==> src/rtl/uart_pkg.sv <==
// uart_pkg: shared types and constants for the monitor UART transmit scheduler.
// Rev 1.0 - initial release.
`default_nettype none
`timescale 1ns/1ps

package uart_pkg;

    localparam int UART_DATA_W = 8;
    localparam int CLK_HZ      = 50_000_000;
    localparam int BAUD_RATE   = 115200;

    typedef enum logic [2:0] {
        ST_IDLE   = 3'd0,
        ST_LOAD   = 3'd1,
        ST_START  = 3'd2,
        ST_DATA   = 3'd3,
        ST_STOP   = 3'd4,
        ST_PARITY = 3'd5
    } uart_state_e;

endpackage

`default_nettype wire

==> src/rtl/uart_rr_arbiter.sv <==
// uart_rr_arbiter: combinational round-robin pick, searching upward from rr_ptr with wrap.
// Rev 1.0 - initial release.
`default_nettype none
`timescale 1ns/1ps

module uart_rr_arbiter
    import uart_pkg::*;
#(
    parameter int NUM_REQ = 4,
    parameter int IDX_W   = 2
) (
    input  logic [NUM_REQ-1:0] req_valid,
    input  logic [IDX_W-1:0]   rr_ptr,
    output logic [IDX_W-1:0]   winner,
    output logic               any_valid
);

    // Walk offsets from highest to lowest so the smallest offset from rr_ptr is written last.
    always_comb begin
        int              idx;
        logic [IDX_W-1:0] sel;
        winner    = '0;
        any_valid = 1'b0;
        idx       = 0;
        sel       = '0;
        for (int i = NUM_REQ - 1; i >= 0; i--) begin
            idx = int'(rr_ptr) + i;
            if (idx >= NUM_REQ) begin
                idx = idx - NUM_REQ;
            end
            sel = IDX_W'(idx);
            if (req_valid[sel]) begin
                winner    = sel;
                any_valid = 1'b1;
            end
        end
    end

endmodule

`default_nettype wire

==> src/rtl/uart_tx_scheduler.sv <==
// uart_tx_scheduler: packet-level round-robin sharing of one 8N1 UART transmitter.
// Optional even parity (8E1) when UART_TX_PARITY_EN is defined. Rev 1.0 - initial release.
`default_nettype none
`timescale 1ns/1ps

module uart_tx_scheduler
    import uart_pkg::*;
#(
    parameter int NUM_REQ      = 4,
    parameter int CLKS_PER_BIT = CLK_HZ / BAUD_RATE,
    parameter int GAP_TIMEOUT  = 4340
) (
    input  logic                           clk50,
    input  logic                           reset,
    input  logic [NUM_REQ-1:0]             req_valid,
    input  logic [UART_DATA_W*NUM_REQ-1:0] req_data,
    input  logic [NUM_REQ-1:0]             req_last,
    output logic [NUM_REQ-1:0]             req_ready,
    output logic                           tx,
    output logic                           busy,
    output logic [$clog2(NUM_REQ)-1:0]     grant_id,
    output logic                           lock_drop
);

    localparam int IDX_W = $clog2(NUM_REQ);
    localparam int CNT_W = (CLKS_PER_BIT > 1) ? $clog2(CLKS_PER_BIT) : 1;
    localparam int GAP_W = (GAP_TIMEOUT > 1) ? $clog2(GAP_TIMEOUT) : 1;

    localparam logic [CNT_W-1:0] BIT_END = CNT_W'(CLKS_PER_BIT - 1);
    localparam logic [GAP_W-1:0] GAP_END = GAP_W'(GAP_TIMEOUT - 1);
    localparam logic [IDX_W-1:0] LAST_ID = IDX_W'(NUM_REQ - 1);

    localparam logic [2:0] S_IDLE   = 3'(ST_IDLE);
    localparam logic [2:0] S_LOAD   = 3'(ST_LOAD);
    localparam logic [2:0] S_START  = 3'(ST_START);
    localparam logic [2:0] S_DATA   = 3'(ST_DATA);
    localparam logic [2:0] S_STOP   = 3'(ST_STOP);
`ifdef UART_TX_PARITY_EN
    localparam logic [2:0] S_PARITY = 3'(ST_PARITY);
`endif

    logic [2:0]             state;
    logic [IDX_W-1:0]       rr_ptr;
    logic [CNT_W-1:0]       clk_cnt;
    logic [2:0]             bit_idx;
    logic [UART_DATA_W-1:0] shift_reg;
    logic                   last_q;
    logic [GAP_W-1:0]       gap_cnt;
`ifdef UART_TX_PARITY_EN
    logic                   parity_q;
`endif

    logic [IDX_W-1:0]       winner;
    logic                   any_valid;
    logic [UART_DATA_W-1:0] req_bytes [NUM_REQ];
    logic [UART_DATA_W-1:0] sel_byte;
    logic                   sel_valid;
    logic                   sel_last;
    logic                   bit_done;
    logic [IDX_W-1:0]       next_ptr;

    genvar g;
    generate
        for (g = 0; g < NUM_REQ; g++) begin : g_unpack
            assign req_bytes[g] = req_data[UART_DATA_W*g +: UART_DATA_W];
        end
    endgenerate

    uart_rr_arbiter #(
        .NUM_REQ (NUM_REQ),
        .IDX_W   (IDX_W)
    ) u_arb (
        .req_valid (req_valid),
        .rr_ptr    (rr_ptr),
        .winner    (winner),
        .any_valid (any_valid)
    );

    assign sel_byte  = req_bytes[grant_id];
    assign sel_valid = req_valid[grant_id];
    assign sel_last  = req_last[grant_id];
    assign bit_done  = (clk_cnt == BIT_END);
    assign next_ptr  = (grant_id == LAST_ID) ? '0 : grant_id + IDX_W'(1);

    assign busy      = (state != S_IDLE);
    assign lock_drop = (state == S_LOAD) && !sel_valid && (gap_cnt == GAP_END);

    always_comb begin
        req_ready = '0;
        if (state == S_LOAD) begin
            req_ready[grant_id] = 1'b1;
        end
    end

    // tx is loaded together with the state change so each bit lands on the cycle its state begins.
    always_ff @(posedge clk50) begin
        if (reset) begin
            state     <= S_IDLE;
            tx        <= 1'b1;
            grant_id  <= '0;
            rr_ptr    <= '0;
            clk_cnt   <= '0;
            bit_idx   <= '0;
            shift_reg <= '0;
            last_q    <= 1'b0;
            gap_cnt   <= '0;
`ifdef UART_TX_PARITY_EN
            parity_q  <= 1'b0;
`endif
        end else begin
            case (state)
                S_IDLE: begin
                    tx <= 1'b1;
                    if (any_valid) begin
                        grant_id <= winner;
                        gap_cnt  <= '0;
                        clk_cnt  <= '0;
                        state    <= S_LOAD;
                    end
                end
                S_LOAD: begin
                    if (sel_valid) begin
                        shift_reg <= sel_byte;
                        last_q    <= sel_last;
`ifdef UART_TX_PARITY_EN
                        parity_q  <= ^sel_byte;
`endif
                        gap_cnt   <= '0;
                        clk_cnt   <= '0;
                        tx        <= 1'b0;
                        state     <= S_START;
                    end else if (gap_cnt == GAP_END) begin
                        gap_cnt <= '0;
                        rr_ptr  <= next_ptr;
                        state   <= S_IDLE;
                    end else begin
                        gap_cnt <= gap_cnt + GAP_W'(1);
                    end
                end
                S_START: begin
                    if (bit_done) begin
                        clk_cnt <= '0;
                        bit_idx <= '0;
                        tx      <= shift_reg[0];
                        state   <= S_DATA;
                    end else begin
                        clk_cnt <= clk_cnt + CNT_W'(1);
                    end
                end
                S_DATA: begin
                    if (bit_done) begin
                        clk_cnt <= '0;
                        if (bit_idx == 3'd7) begin
`ifdef UART_TX_PARITY_EN
                            tx    <= parity_q;
                            state <= S_PARITY;
`else
                            tx    <= 1'b1;
                            state <= S_STOP;
`endif
                        end else begin
                            bit_idx   <= bit_idx + 3'd1;
                            shift_reg <= {1'b0, shift_reg[UART_DATA_W-1:1]};
                            tx        <= shift_reg[1];
                        end
                    end else begin
                        clk_cnt <= clk_cnt + CNT_W'(1);
                    end
                end
`ifdef UART_TX_PARITY_EN
                S_PARITY: begin
                    if (bit_done) begin
                        clk_cnt <= '0;
                        tx      <= 1'b1;
                        state   <= S_STOP;
                    end else begin
                        clk_cnt <= clk_cnt + CNT_W'(1);
                    end
                end
`endif
                S_STOP: begin
                    if (bit_done) begin
                        clk_cnt <= '0;
                        if (last_q) begin
                            rr_ptr <= next_ptr;
                            state  <= S_IDLE;
                        end else begin
                            state  <= S_LOAD;
                        end
                    end else begin
                        clk_cnt <= clk_cnt + CNT_W'(1);
                    end
                end
                default: begin
                    tx    <= 1'b1;
                    state <= S_IDLE;
                end
            endcase
        end
    end

endmodule

`default_nettype wire

==> config.mk <==
export PLATFORM = sky130hd
export DESIGN_NAME = uart_tx_scheduler
export DESIGN_NICKNAME = d
export VERILOG_FILES = /design/src/rtl/uart_pkg.sv /design/src/rtl/uart_rr_arbiter.sv /design/src/rtl/uart_tx_scheduler.sv
export SDC_FILE = /design/constraint.sdc
export NUM_CORES = 1
export LEC_CHECK = 0
export BUFFER_PORTS_ARGS = -buffer_cell sky130_fd_sc_hd__buf_2
export CAP_MARGIN = 20
export CELL_PAD_IN_SITES_DETAIL_PLACEMENT = 1
export CELL_PAD_IN_SITES_GLOBAL_PLACEMENT = 2
export CORE_MARGIN = 2
export CORE_UTILIZATION = 36
export DETAILED_ROUTE_END_ITERATION = 16
export PLACE_DENSITY = 0.89
export SYNTH_ARGS = -nofsm -noshare
export SYNTH_HDL_FRONTEND = slang
export SYNTH_SLANG_ARGS = --single-unit
==> constraint.sdc <==
create_clock -name clk50 -period 5.95 [get_ports clk50]
set_input_delay 0.8925 -clock clk50 [delete_from_list [all_inputs] [get_ports clk50]]
set_output_delay 0.8925 -clock clk50 [all_outputs]
set_load 0.05 [all_outputs]
==> results_dict.tcl, run 1 <==
set metrics [dict create \
    status "finished clean" \
    dieWidth_um 90.5 \
    setup_viol_count_final 0 \
    max-slew-margin-rel 0.390 \
    synth_seq_cells 42 \
    first_pass_iters 4 \
    cts_num_sinks 42 \
    cp_data_arrival_time_ns 2.46 \
    synthCells 313 \
    finalCritPeriodShare 0.563 \
    synth-simple-area-share 0.291 \
    stdcell_area_mm2 0.00305 \
    overflow 0 \
    htree_levels 2 \
    dpl_cell_area_mm2 0.00297 \
    gp_congestion 0.743 \
    routed_wl_mm 7.07 \
    swShare 0.395 \
    yosysWarningCount 0 \
    power_density_mw_per_mm2 267 \
    synth.distinct_cells 53 \
    antenna_left 0 \
    slew_violations 0 \
    drc_errors 0 \
    drv_cap 0 \
    max_freq_mhz 299 \
    ir_drop_mv 0.107 \
    grt_pass1_vias 2668 \
    final_hold_viol_count 0 \
    initial_core_util 0.371 \
    cp_max_fo 16 \
    core_area_mm2 0.00725 \
    drive_gt1_frac 0.210 \
    clock_power_share 0.221 \
    synth_mux_area_frac 0.114 \
    p_switching_uw 321 \
    vias_per_cell 5.89 \
    critPathCaptureType "primary output" \
    antenna_cells 0 \
    grt_pass1_wl_mm 12.3 \
    syn_area_per_cell_um2 8.60 \
    dp.final_hpwl_mm 5.14 \
    cpPeakStageDelay_ns 0.85 \
    critical_path.top_delay_family "flip-flops" \
    cts_buffer_depth 2 \
    syn_nets 364 \
    fin_crit_ns 3.35 \
    grt_setup_unrepaired "false" \
    worstMarginPinSlew_ns 0.913 \
    area_growth_pct 13.2 \
    vias 2634 \
    syn-cell-area_mm2 0.00269 \
    worst_ep_required_time_ns 5.06 \
    async_reset_ff_frac 0 \
    internal_power_uw 493 \
    place.port_buffers 50 \
    crit_chain "mux4_2 -> nor2_1 -> and4_1 -> buf_2" \
    root_buffer "clkbuf_8" \
    crit_buf_inv 1 \
    clkSlewWorstSetupHoldPaths_ns 0.08 \
    cts_resized 0 \
    insertion_delay_ns 0.30 \
    grt_max_degree 51 \
    nets 399 \
    start_kind "flip-flop" \
    p_leak_uw 0.00107 \
    cts_tree "built" \
    crit_type "flip-flop to primary output" \
    antenna_found_initial 0 \
    synth-adder-area-share 0.0418 \
    r2r_setup_slack_ns 3.27 \
    cts_buffers 5 \
    detail_route.iter0.violations 83 \
    cts.hold.buffers_added 0 \
    die_area_mm2 0.00818 \
    ioPinCount 51 \
    slowest_stage "dfxtp_1" \
    rows 31 \
    grt_util_all_layers 0.178 \
    yosysSeqAreaShare 0.312 \
    synthXorXnorAreaFrac 0 \
    fin_skew_ns 0.00436 \
    wire_per_inst_um 15.8 \
    p_seq_frac 0.424 \
    hold_path_class "flip-flop to flip-flop" \
    final.setup.tns_ns 0 \
    die_h_um 90.5 \
    synth-main-ff-cell "dfxtp_1" \
    post-cts-setup-buffers 0 \
    combPwrFrac 0.355 \
    largest_register_ffs 13 \
    synth_top_family_by_area "simple AND/OR/NAND/NOR gates" \
    synth_compound_area_frac 0.194 \
    synth_edf_count 0 \
]
## layer usage
layer  routed length, um  GRT usage  vias to the layer above
li1                    -          -                     1286
met1                3320      0.232                     1275
met2                3340      0.301                       67
met3                 330     0.0326                        6
met4                  82     0.0462                        0
met5                   0          0                        -
## cell usage after synthesis (2+ instances only)
cell type | count | area, um^2
a211oi_1 | 3 | 22.5
a22oi_1 | 3 | 22.5
nor4_1 | 2 | 12.5
o31ai_1 | 5 | 37.5
nand2b_1 | 9 | 56.3
a32oi_1 | 2 | 17.5
nor4bb_1 | 3 | 30.0
and3_1 | 8 | 50.1
and4_1 | 2 | 17.5
or2_2 | 3 | 18.8
buf_2 | 7 | 35.0
mux2i_1 | 7 | 70.1
nor2b_1 | 2 | 12.5
buf_4 | 2 | 15.0
or4_1 | 5 | 37.5
mux4_2 | 10 | 225
nand4_1 | 13 | 81.3
ha_1 | 9 | 113
nand3_1 | 16 | 80.1
nor4b_1 | 2 | 17.5
or3_1 | 4 | 25.0
a21oi_1 | 13 | 65.1
clkbuf_1 | 12 | 45.0
dfxtp_1 | 42 | 841
o21a_1 | 2 | 15.0
nor2_1 | 23 | 86.3
a41oi_1 | 3 | 26.3
nand3b_1 | 2 | 15.0
a221oi_1 | 3 | 26.3
a311oi_1 | 14 | 123
nor3_1 | 12 | 60.1
inv_1 | 6 | 22.5
nor3b_1 | 2 | 15.0
a31oi_1 | 8 | 50.1
o21ai_0 | 7 | 35.0
nand2_1 | 29 | 109
o32ai_1 | 2 | 17.5
## cell type report
type / instances / area (um^2)
fillers: 911 / 4210
multi-input cells: 242 / 1720
flip-flops and latches: 42 / 841
repair buffers: 51 / 258
well taps: 99 / 124
clock buffers: 7 / 76.3
inverters: 6 / 22.5
## kinds of logic (layout without fill, tap and decap cells)
logic type	count (synthesis)	count (layout)
muxes	18	18
and+or+nand+nor	143	143
buffers and inverters	29	64
AOI/OAI and AO/OA	72	72
adders and majority gates	9	9
DFF	42	42
## worst paths after layout
path / depth (start not counted) / start / endpoint
setup / recovery: 4 / grant_id[0] / lock_drop
hold / removal: 2 / shift_reg[7] / shift_reg[6]
setup reg to reg: 4 / state[1] / clk_cnt[7]
hold reg to reg: 2 / shift_reg[7] / shift_reg[6]
## metrics by stage
| stage | setup slack (ns) | hold slack (ns) | std cells | total power [uW] | utilization |
|---|---|---|---|---|---|
| after CTS | 2.57 | 0.507 | 447 | 828 | 0.420 |
| after floorplan | 2.66 | 0.465 | 313 | 570 | - |
| final | 2.60 | 0.500 | 447 | 814 | 0.420 |
| after global routing | 2.40 | 0.536 | 447 | 870 | 0.420 |
| after detailed placement | 2.87 | 0.496 | 440 | 645 | 0.409 |
| after global placement | 2.88 | 0.480 | 440 | 637 | 0.409 |
## power groups by stage
| stage | logic (uW) | clock network (uW) | registers [uW] |
|---|---|---|---|
| 5_1_grt | 320 | 198 | 352 |
| 2_1_floorplan | 231 | 0 | 339 |
| 4_1_cts | 294 | 188 | 346 |
| 3_5_place_dp | 292 | 0 | 352 |
| 6_report | 289 | 180 | 345 |
| 3_3_place_gp | 286 | 0 | 351 |
## worst register-to-register path: cells and delay by family, from the launching register on
family / cells / cell delay [ns]
compound gates: 3 / 1.30
simple gates: 1 / 0.75
flops: 1 / 0.53
## cell usage in the layout (no fill, tap or decap), types with 3 or more instances in the layout
cell type / netlist / final
buf_2: 7 / 50
dfxtp_1: 42 / 42
nand2_1: 29 / 29
nor2_1: 23 / 23
nand3_1: 16 / 16
a311oi_1: 14 / 14
nand4_1: 13 / 13
a21oi_1: 13 / 13
nor3_1: 12 / 12
mux4_2: 10 / 10
nand2b_1: 9 / 9
ha_1: 9 / 9
and3_1: 8 / 8
a31oi_1: 8 / 8
o21ai_0: 7 / 7
mux2i_1: 7 / 7
inv_1: 6 / 6
or4_1: 5 / 5
o31ai_1: 5 / 5
clkbuf_8: 0 / 5
or3_1: 4 / 4
nor4bb_1: 3 / 3
a221oi_1: 3 / 3
a22oi_1: 3 / 3
a211oi_1: 3 / 3
a41oi_1: 3 / 3
or2_2: 3 / 3
Power figures use the tool's default switching activity.
==> run 2: changes to the inputs <==
Settings changed: CORE_UTILIZATION 36 to 33, PLACE_DENSITY 0.89 to 0.83.
Clock period 5.95 ns to 3.2 ns, I/O delays scaled along.
==> results_dict.tcl, run 2 (synthesis results as in run 1) <==
set metrics [dict create \
    status "finished clean" \
    gp_congestion 0.769 \
    area_growth_pct 15.5 \
    regToRegEndpoint "gap_cnt[7]" \
    reg2reg_from "grant_id[0]" \
    antenna_cells 0 \
    r2r_setup_slack_ns 0.93 \
    root_buffer "clkbuf_8" \
    final_common_cell "buf_2" \
    critPathCaptureType "primary output" \
    insertion_delay_ns 0.30 \
    grt_setup_unrepaired "false" \
    final.setup.tns_ns 0 \
    die_area_mm2 0.00889 \
    post-cts-setup-buffers 0 \
    top_layer "met4" \
    vias 2626 \
    holdWs_ns 0.502 \
    worst_ep_required_time_ns 2.72 \
    mostFrequentLayoutCells "50 x buf_2, 42 x dfxtp_1, 29 x nand2_1" \
    place.port_buffers 50 \
    largest_register_ffs 13 \
    max-slew-margin-rel 0.379 \
    setup_viol_count_final 0 \
    p_switching_uw 608 \
    p_seq_frac 0.385 \
    first_pass_iters 4 \
    finalCritPeriodShare 0.804 \
    cts_resized 0 \
    cpPeakStageDelay_ns 0.59 \
    worstMarginPinSlew_ns 0.929 \
    cts_buffers 5 \
    crit_chain "buf_4 -> mux4_2 -> nor2_1 -> and4_1 -> buf_2" \
    hold_path_class "flip-flop to flip-flop" \
    grt_max_degree 44 \
    drc_errors 0 \
    grt_util_all_layers 0.170 \
    slowest_stage "mux4_2" \
    cts.hold.buffers_added 0 \
    cts_num_sinks 42 \
    cp_data_arrival_time_ns 2.09 \
    antenna_found_initial 0 \
    combPwrFrac 0.396 \
    cts_buffer_depth 2 \
    clock_power_share 0.219 \
    slew_violations 0 \
    routed_wl_mm 7.11 \
    rr_worst_depth 6 \
    p_leak_uw 0.00111 \
    met2RoutedLength_mm 3.34 \
    htree_levels 2 \
    internal_power_uw 940 \
    initial_core_util 0.345 \
    drv_cap 0 \
    overflow 0 \
    start_kind "flip-flop" \
    power_density_mw_per_mm2 498 \
    grt_pass1_vias 2584 \
    ioPinCount 51 \
    fin_crit_ns 2.57 \
    swShare 0.393 \
    crit_type "flip-flop to primary output" \
    vias_per_cell 5.73 \
    wl_met3_um 339 \
    max_freq_mhz 389 \
    ir_drop_mv 0.202 \
    rows 32 \
    worstHoldPathCells 2 \
    cts_tree "built" \
    die_h_um 94.3 \
    nets 407 \
    grt_pass1_wl_mm 12.3 \
    worstHoldStart "shift_reg[5]" \
    final_hold_viol_count 0 \
    wl_met1_mm 3.34 \
    clkSlewWorstSetupHoldPaths_ns 0.08 \
    antenna_left 0 \
    dp.final_hpwl_mm 5.18 \
    cp_max_fo 16 \
    wire_per_inst_um 15.5 \
    detail_route.iter0.violations 71 \
    drive_gt1_frac 0.228 \
    fin_skew_ns 0.00602 \
    holdPathEnd "shift_reg[4]" \
    dieWidth_um 94.3 \
    core_area_mm2 0.00781 \
]
## run 2: routing by layer
layer | GRT usage | vias up
li1 | - | 1298
met1 | 0.218 | 1257
met2 | 0.289 | 63
met3 | 0.0393 | 8
met4 | 0.0447 | 0
met5 | 0 | -
## run 2: power by group through the flow
| stage | Clock [uW] | Combinational [uW] | Sequential (uW) |
|---|---|---|---|
| 2_1_floorplan | 0 | 429 | 630 |
| 3_3_place_gp | 0 | 607 | 609 |
| 3_5_place_dp | 0 | 618 | 610 |
| 4_1_cts | 354 | 621 | 598 |
| 5_1_grt | 366 | 679 | 604 |
| 6_report | 339 | 612 | 597 |
## run 2: cell type report
cell class,instances,area (um^2)
clock buffers,7,76.3
fillers,968,4700
inverters,6,22.5
multi-input cells,242,1720
repair buffers,59,318
well taps,102,128
flip-flops and latches,42,841
## run 2: worst max path at each step
stage / end / slack, ns / cells past startpoint / startpoint
after CTS: lock_drop / 0.59 / 5 / grant_id[0]
after global routing: lock_drop / 0.50 / 5 / grant_id[0]
after global placement: lock_drop / 0.94 / 5 / grant_id[0]
after detailed placement: lock_drop / 0.93 / 5 / grant_id[0]
final: lock_drop / 0.63 / 5 / grant_id[0]
after floorplan: lock_drop / 0.32 / 5 / grant_id[0]
## run 2: metrics by stage
step | total power [uW] | std cells | cell area (um^2) | util | setup slack [ns]
2_1_floorplan | 1060 | 313 | 2690 | - | 0.322
3_3_place_gp | 1220 | 451 | 3030 | 0.388 | 0.940
3_5_place_dp | 1230 | 451 | 3030 | 0.388 | 0.930
4_1_cts | 1570 | 458 | 3110 | 0.398 | 0.592
5_1_grt | 1650 | 458 | 3110 | 0.398 | 0.499
6_report | 1550 | 458 | 3110 | 0.398 | 0.628
## run 2: critical path, delay by kind of cell, from the launching register on
kind | cells | cell delay (ns)
buffers and inverters | 2 | 0.52
DFF | 1 | 0.31
and+or+nand+nor | 2 | 0.36
muxes | 1 | 0.59
==> run 3: changes to the inputs <==
Clock period 3.2 ns to 2.4 ns, I/O delays scaled along.
==> results_dict.tcl, run 3 (synthesis results as in run 1) <==
set metrics [dict create \
    max_freq_mhz 433 \
    ir_drop_mv 0.303 \
    fillers 961 \
    worstMarginPinSlew_ns 0.829 \
    power.total_uw 2130 \
    hold_path_class "input port to flip-flop" \
    ff_latch_area_um2 846 \
    cts_resized 0 \
    multi_input_area_mm2 0.00173 \
    cp_max_fo 6 \
    routed_wl_mm 7.40 \
    area_growth_pct 18.2 \
    first_pass_iters 4 \
    fin_crit_ns 2.31 \
    met2RoutedLength_mm 3.51 \
    vias_per_cell 5.91 \
    mostFrequentLayoutCells "50 x buf_2, 40 x dfxtp_1, 29 x nand2_1" \
    antenna_left 0 \
    critPathCaptureType "primary output" \
    max-slew-margin-rel 0.444 \
    final.setup.tns_ns 0 \
    crit_chain "ha_1 -> nor4bb_1 -> and4_2 -> buf_2" \
    cts_buffers 5 \
    clkSlewWorstSetupHoldPaths_ns 0.08 \
    final_common_cell "buf_2" \
    final_hold_viol_count 0 \
    power_density_mw_per_mm2 670 \
    holdWs_ns 0.450 \
    antenna_cells 0 \
    die_h_um 94.3 \
    stdcell_area_mm2 0.00318 \
    cpPeakStageDelay_ns 0.41 \
    drive_gt1_frac 0.251 \
    core_area_mm2 0.00781 \
    gp_congestion 0.757 \
    grt_pass1_wl_mm 12.9 \
    slowest_stage "dfxtp_1" \
    rows 32 \
    die_area_mm2 0.00889 \
    ioPinCount 51 \
    drv_cap 0 \
    top_layer "met4" \
    antenna_found_initial 0 \
    post-cts-setup-buffers 0 \
    crit_type "flip-flop to primary output" \
    slew_violations 0 \
    status "finished clean" \
    drc_errors 0 \
    dpl_cell_area_mm2 0.00309 \
    finalCritPeriodShare 0.963 \
    grt_util_all_layers 0.179 \
    dp.final_hpwl_mm 5.35 \
    finish.utilization 0.407 \
    p_leak_uw 0.00115 \
    cts.hold.buffers_added 0 \
    largest_register_ffs 13 \
    insertion_delay_ns 0.30 \
    nets 412 \
    grt_setup_unrepaired "false" \
    root_buffer "clkbuf_8" \
    cts_buffer_depth 2 \
    start_kind "flip-flop" \
    place.port_buffers 50 \
    initial_core_util 0.345 \
    detail_route.iter0.violations 64 \
    worst_ep_required_time_ns 2.04 \
    setup_viol_count_final 0 \
    cp_data_arrival_time_ns 1.95 \
    cts_tree "built" \
    fin_skew_ns 0.00660 \
    grt_max_degree 34 \
    dieWidth_um 94.3 \
    overflow 0 \
    vias 2740 \
    wl_met1_mm 3.50 \
    wire_per_inst_um 15.9 \
    htree_levels 2 \
    grt_pass1_vias 2735 \
    cts_num_sinks 42 \
    wl_met3_um 274 \
]
[run 3: power by group]
group          total (uW)  internal, uW  switching (uW)
sequential            808           756            52.2
clock                 496           233             263
combinational         828           305             523
total                2130          1290             839
[run 3: per-stage QoR]
step / cells / worst slack, ns
final: 464 / 0.0881
after global routing: 464 / 0.0105
after CTS: 464 / 0.0658
after detailed placement: 456 / 0.264
after global placement: 456 / 0.290
after floorplan: 313 / 0.0900
[run 3: layer usage]
layer	vias up	GRT usage
met3	13	0.0313
met5	-	0
met1	1347	0.236
met4	0	0.0543
met2	62	0.301
li1	1318	-
[run 3: layout make-up]
type                            instances  share of cell area
Multi-Input combinational cell        242               0.542
Sequential cell                        42               0.266
Timing Repair Buffer                   64               0.116
Tap cell                              102              0.0401
Clock buffer                            7              0.0271
Inverter                                6             0.00708
Clock inverter                          1             0.00157
[run 3: worst max-delay path, delay by kind of cell, from the launching register on]
kind,cells,cell delay [ns]
buf+inv,1,0.26
simple gates,2,0.69
fa+ha+maj,1,0.29
flops,1,0.41
[run 3: path summary, 6_finish.rpt]
| kind | start | end | slack [ns] | depth (start not counted) |
|---|---|---|---|---|
| hold reg to reg | shift_reg[7] | shift_reg[6] | 0.50 | 2 |
| setup / recovery | gap_cnt[0] | lock_drop | 0.09 | 4 |
| setup reg to reg | bit_idx[0] | shift_reg[3] | 0.24 | 6 |
| hold / removal | reset | bit_idx[0] | 0.45 | 2 |
